### src/rtl/nec_ir_tx_if.sv
// NEC IR transmitter request/status bundle.
// Master issues requests; slave reports progress and drives the IR pins.
interface nec_ir_tx_if;
  logic       start;
  logic       rpt;
  logic [7:0] addr;
  logic [7:0] cmd;
  logic       busy;
  logic       done;
  logic       ir_env;
  logic       ir_led_out;

  modport master (
    output start, rpt, addr, cmd,
    input  busy, done, ir_env, ir_led_out
  );

  modport slave (
    input  start, rpt, addr, cmd,
    output busy, done, ir_env, ir_led_out
  );
endinterface

### src/rtl/nec_ir_tx.sv
// NEC infrared transmitter: frame/repeat envelope generator
// with a 50% duty carrier gated onto the LED during marks.
module nec_ir_tx #(
  parameter int UNIT_CYCLES  = 56250,
  parameter int CARRIER_HALF = 1316
) (
  input logic        clk,
  input logic        rst,
  nec_ir_tx_if.slave bus
);
  localparam int UW = $clog2(UNIT_CYCLES);
  localparam int CW = $clog2(2 * CARRIER_HALF);
  localparam logic [UW-1:0] UNIT_LAST = UW'(UNIT_CYCLES - 1);
  localparam logic [CW-1:0] CAR_LAST  = CW'(2 * CARRIER_HALF - 1);
  localparam logic [CW-1:0] CAR_HALF  = CW'(CARRIER_HALF);

  typedef enum logic [2:0] {
    IDLE, LEAD_MARK, LEAD_SPACE, BIT_MARK,
    BIT_SPACE, REP_SPACE, STOP_MARK
  } state_t;

  state_t        state, state_n;
  logic [UW-1:0] unit_cnt;
  logic [3:0]    units_left, units_n;
  logic [4:0]    bit_idx;
  logic [31:0]   payload;
  logic          rep;
  logic [CW-1:0] car_cnt, car_n;
  logic          unit_end, state_end, mark_n;
  logic          busy_q, done_q, env_q, led_q;

  assign unit_end  = (unit_cnt == UNIT_LAST);
  assign state_end = unit_end && (units_left == 4'd0);

  always_ff @(posedge clk) begin
    if (rst) state <= IDLE;
    else     state <= state_n;
  end

  always_comb begin
    state_n = state;
    units_n = units_left;
    unique case (state)
      IDLE:
        if (bus.start) begin
          state_n = LEAD_MARK;
          units_n = 4'd15;
        end
      LEAD_MARK:
        if (state_end) begin
          state_n = rep ? REP_SPACE : LEAD_SPACE;
          units_n = rep ? 4'd3 : 4'd7;
        end
      LEAD_SPACE:
        if (state_end) begin
          state_n = BIT_MARK;
          units_n = 4'd0;
        end
      BIT_MARK:
        if (state_end) begin
          state_n = BIT_SPACE;
          units_n = payload[bit_idx] ? 4'd2 : 4'd0;
        end
      BIT_SPACE:
        if (state_end) begin
          state_n = (bit_idx == 5'd31) ? STOP_MARK : BIT_MARK;
          units_n = 4'd0;
        end
      REP_SPACE:
        if (state_end) begin
          state_n = STOP_MARK;
          units_n = 4'd0;
        end
      STOP_MARK:
        if (state_end) state_n = IDLE;
      default: state_n = IDLE;
    endcase
    mark_n = (state_n == LEAD_MARK) ||
             (state_n == BIT_MARK) ||
             (state_n == STOP_MARK);
    // Marks never follow marks, so any entry into one restarts the carrier
    if (mark_n && state_n != state)
      car_n = '0;
    else if (car_cnt == CAR_LAST)
      car_n = '0;
    else
      car_n = car_cnt + CW'(1);
  end

  always_ff @(posedge clk) begin
    if (rst) begin
      unit_cnt   <= '0;
      units_left <= '0;
      bit_idx    <= '0;
      payload    <= '0;
      rep        <= 1'b0;
      car_cnt    <= '0;
      busy_q     <= 1'b0;
      done_q     <= 1'b0;
      env_q      <= 1'b0;
      led_q      <= 1'b0;
    end else begin
      if (state_n != state) begin
        unit_cnt   <= '0;
        units_left <= units_n;
      end else if (state != IDLE) begin
        if (unit_end) begin
          unit_cnt   <= '0;
          units_left <= units_left - 4'd1;
        end else begin
          unit_cnt <= unit_cnt + UW'(1);
        end
      end
      if (state == IDLE && bus.start) begin
        payload <= {~bus.cmd, bus.cmd, ~bus.addr, bus.addr};
        rep     <= bus.rpt;
        bit_idx <= '0;
      end else if (state == BIT_SPACE && state_end) begin
        bit_idx <= bit_idx + 5'd1;
      end
      car_cnt <= car_n;
      busy_q  <= (state_n != IDLE);
      done_q  <= (state == STOP_MARK) && state_end;
      env_q   <= mark_n;
      led_q   <= mark_n && (car_n < CAR_HALF);
    end
  end

  assign bus.busy       = busy_q;
  assign bus.done       = done_q;
  assign bus.ir_env     = env_q;
  assign bus.ir_led_out = led_q;
endmodule
### src/flat_wrapper.sv
// flat-port wrapper written by rule: the top's interface ports become plain ports
module nec_ir_tx_flat 
#(
  parameter int UNIT_CYCLES  = 56250,
  parameter int CARRIER_HALF = 1316
)
  (clk, rst, bus_start, bus_rpt, bus_addr, bus_cmd, bus_busy, bus_done, bus_ir_env, bus_ir_led_out);
  nec_ir_tx_if bus_i ();
  input logic clk;
  input logic rst;
  input wire logic [$bits(bus_i.start)-1:0] bus_start;
  input wire logic [$bits(bus_i.rpt)-1:0] bus_rpt;
  input wire logic [$bits(bus_i.addr)-1:0] bus_addr;
  input wire logic [$bits(bus_i.cmd)-1:0] bus_cmd;
  output wire logic [$bits(bus_i.busy)-1:0] bus_busy;
  output wire logic [$bits(bus_i.done)-1:0] bus_done;
  output wire logic [$bits(bus_i.ir_env)-1:0] bus_ir_env;
  output wire logic [$bits(bus_i.ir_led_out)-1:0] bus_ir_led_out;
  assign bus_i.start = bus_start;
  assign bus_i.rpt = bus_rpt;
  assign bus_i.addr = bus_addr;
  assign bus_i.cmd = bus_cmd;
  assign bus_busy = bus_i.busy;
  assign bus_done = bus_i.done;
  assign bus_ir_env = bus_i.ir_env;
  assign bus_ir_led_out = bus_i.ir_led_out;
  nec_ir_tx #(.UNIT_CYCLES(UNIT_CYCLES), .CARRIER_HALF(CARRIER_HALF)) u_core (.clk(clk), .rst(rst), .bus(bus_i));
endmodule
### config.mk
export PLATFORM = sky130hd
export DESIGN_NAME = nec_ir_tx_flat
export DESIGN_NICKNAME = d
export VERILOG_FILES = /design/src/rtl/nec_ir_tx_if.sv /design/src/rtl/nec_ir_tx.sv /design/src/flat_wrapper.sv
export SDC_FILE = /design/constraint.sdc
export NUM_CORES = 1
export LEC_CHECK = 0
export BUFFER_PORTS_ARGS = -buffer_cell sky130_fd_sc_hd__buf_2
export CORE_ASPECT_RATIO = 0.7
export CORE_MARGIN = 2
export CORE_UTILIZATION = 38
export DETAILED_ROUTE_END_ITERATION = 12
export PLACE_DENSITY_LB_ADDON = 0.12
export SLEW_MARGIN = 20
export SYNTH_ARGS = -nofsm -noshare
export SYNTH_HDL_FRONTEND = slang
export SYNTH_SLANG_ARGS = --single-unit
### constraint.sdc
create_clock -name clk -period 3.3 [get_ports clk]
set_clock_uncertainty 0.15 [all_clocks]
set_input_delay 0.33 -clock clk [delete_from_list [all_inputs] [get_ports clk]]
set_output_delay 0.33 -clock clk [all_outputs]
set_load 0.02 [all_outputs]
==> run summary <==
Status - complete, no violations
Minimum clock period - 2.52 ns
Crit path buffers/inverters - 0
Vias in the first global route - 2,822
Final setup fails - 0
Setup CP Type - flop to flop
Area grow syn2layout - 13.6%
Maximum VDD drop - 318 µV
Num Clock Sinks - 77
Leak - 1.55 nW
Ant. Diodes - 0
Max clock buf depth - 2
DR WL/cell - 14.1 µm
Max-cap violations - 0
Pre-CTS setup slack - 0.789 ns
First-pass GRT wire length - 14,200 µm
Worst setup SP type - flop
CTS tree - done
PwrDens - 503 nW/µm²
Crit-path slowest cell - or4b_4
Synthesized area - 3760 µm²
Worst R2R Start - u_core.unit_cnt[0]
Hold endpoint - u_core.rep
Gr usage total - 0.170
Slowest cell delay on critical path - 0.53 ns
Final slew viol count - 0
Synth Warn # - 0
CTS resizes - 0
Hold Violations, Final - 0
Seq/Total Area, Yosys - 0.410
Vias per cell - 5.23
Initial antenna violation count - 0
CP cell instances - ha_1 -> or4b_4 -> or2_4 -> nor2_8 -> o221a_2 -> mux2_2 -> o21a_1
Placer congestion estimate - 0.845
DRC - 0
CTS Buf Count - 9
Initial core utilization - 0.390
Ys async rst share - 0
# port buffers - 23
Hold depth - 3
CP startpoint - u_core.unit_cnt[0]
Fin Setup TNS - 0 ns
Core ar. - 9650 µm²
TritonRoute pass-1 iters - 4
Commonest register cell after synthesis - dfxtp_1
Worst r2r dst - u_core.bus.ir_led_out
Clock transition at the registers of the reported paths - 0.06 ns
Largest net degree at the start of global routing - 46
Via count - 3,094
Share of layout cells above drive strength 1 - 0.151
Htree depth - 3
Die area - 10,700 µm²
Syn Nets - 470
Clock root cell - clkbuf_16
Detailed Route WL - 8330 µm
CP max FO - 5
Post-Synthesis Cells - 443
Worst-Margin Slew - 0.686 ns
Post-synth cell types - 66
Yosys reg bits - 77
Core Rows - 30
Slew HR - 0.537
R2r setup slk - 0.78 ns
DP HPWL - 5890 µm
Die height - 87.2 µm
Die X - 123 µm
Io pins - 24
Critical path capture point type - flop
CTS hold repair buffers - 0
Number of enable flip-flop cells after synthesis - 0
FILL cells - 972
Postcts setup bufs - 0
Delay-heaviest family, CP - simple AND/OR/NAND/NOR gates
Crit path setup slack, layout - 0.784 ns
Final nets - 487
Drt first-iter violations - 163
ANT nets after route - 0
Min-delay worst type - primary input to flop
Power consumption - 2.15 mW
RSZ-0062 raised after global routing - false
Worst R2R Path Depth - 7
Final Cycle Share - 0.762
Critical Path RT - 3.37 ns
Skew-Pair Late Insertion Delay - 0.33 ns
Worst path arrival time - 2.59 ns
Avg Synthesized Cell Area - 8.48 µm²
GRT overflow - 0
HP Start - bus_rpt
Fmax - 0.397 GHz
metrics by stage:
stage	utilization	cells	hold WS [ns]	instance area, µm²
3_5_place_dp	0.412	577	0.297	3980
3_3_place_gp	0.412	577	0.294	3980
2_1_floorplan	-	443	0.258	3760
4_1_cts	0.443	592	0.0771	4270
5_1_grt	0.443	592	0.0925	4270
6_report	0.443	592	0.0888	4270
cells in the final DEF, fill, tap and decap left out, types with 2 or more instances in the layout:
master     netlist  final
mux2i_1          4      4
nand4b_1         2      2
nand2_1         57     57
or2_1            2      2
and3_1           3      3
clkbuf_1        17      2
buf_4            0      5
clkbuf_16        0      9
nand4_1          9      9
xor2_1          15     15
ha_1             7      7
buf_2            4     23
nor2_1          76     76
a31o_2           3      3
or2_2            2      2
inv_1           11     11
o21a_1           2      2
or4_1            2      2
nor4_1           5      5
a311oi_1         2      2
dfxtp_1         77     77
mux2_2           2      2
o211ai_1         2      2
a21oi_1         39     39
or3_1            4      4
mux4_2           9      9
nand2b_1         3      3
o21ai_0         11     11
nand3_1         11     11
and2_1           2      2
xnor2_1         11     11
nor3_1          11     11
a31oi_1          3      3
state kept, by name, indices dropped and copies added (netlist names), 3 cells and up:
register,cells
u_core.unit_cnt,16
u_core.bit_idx,5
u_core.state,3
u_core.payload,32
u_core.units_left,4
u_core.car_cnt,12
Yosys cell counts (4+ instances only):
cell type	n	share of area
dfxtp_1	77	0.41
nor2_1	76	0.076
nand2_1	57	0.057
a21oi_1	39	0.052
clkbuf_1	17	0.017
xor2_1	15	0.035
inv_1	11	0.011
nand3_1	11	0.015
nor3_1	11	0.015
o21ai_0	11	0.015
xnor2_1	11	0.026
mux4_2	9	0.054
nand4_1	9	0.015
ha_1	7	0.023
nor4_1	5	0.0083
buf_2	4	0.0053
mux2i_1	4	0.011
or3_1	4	0.0067
where the power goes:
group / switching, mW / internal, mW / leakage [nW]
Combinational: 0.106 / 0.0696 / 0.779
Sequential: 0.0281 / 0.969 / 0.628
Clock: 0.370 / 0.604 / 0.139
logic make-up (layout without fill, tap and decap cells):
group / count (synthesis) / in the layout / synth area share
simple gates: 204 / 204 / 0.265
fa+ha+maj: 7 / 7 / 0.0233
flops: 77 / 77 / 0.410
xor+xnor: 26 / 26 / 0.0606
mux: 15 / 15 / 0.0706
compound gates: 81 / 81 / 0.134
buf+inv: 33 / 54 / 0.0363
area by class of cell:
| type | instances | area [µm²] | area share |
|---|---|---|---|
| well taps | 128 | 160 | 0.0375 |
| flip-flops and latches | 77 | 1540 | 0.361 |
| clock inverters | 3 | 46.3 | 0.0108 |
| inverters | 11 | 41.3 | 0.00967 |
| clock buffers | 12 | 246 | 0.0577 |
| multi-input cells | 333 | 2080 | 0.487 |
| repair buffers | 28 | 153 | 0.0358 |
layer usage:
metal / vias to the layer above / wire, µm / global-route usage
met4: 0 / 99 / 0.0554
met5: - / 0 / 0
li1: 1582 / - / -
met2: 92 / 3320 / 0.228
met3: 10 / 623 / 0.0530
met1: 1410 / 4290 / 0.257
worst max-delay path by stage:
stage / to / slack (ns) / depth (start not counted)
2_1_floorplan: u_core.bus.ir_led_out / 0.96 / 7
3_3_place_gp: u_core.units_left[1] / 0.79 / 4
3_5_place_dp: u_core.units_left[1] / 0.79 / 4
4_1_cts: u_core.car_cnt[9] / 0.74 / 7
5_1_grt: u_core.car_cnt[6] / 0.58 / 8
6_report: u_core.bus.ir_led_out / 0.78 / 7
worst min-delay path: stages:
cell and delay (ns):
buf_2 0.09, nand2_1 0.05, a21oi_1 0.05
Power figures use the tool's default switching activity.
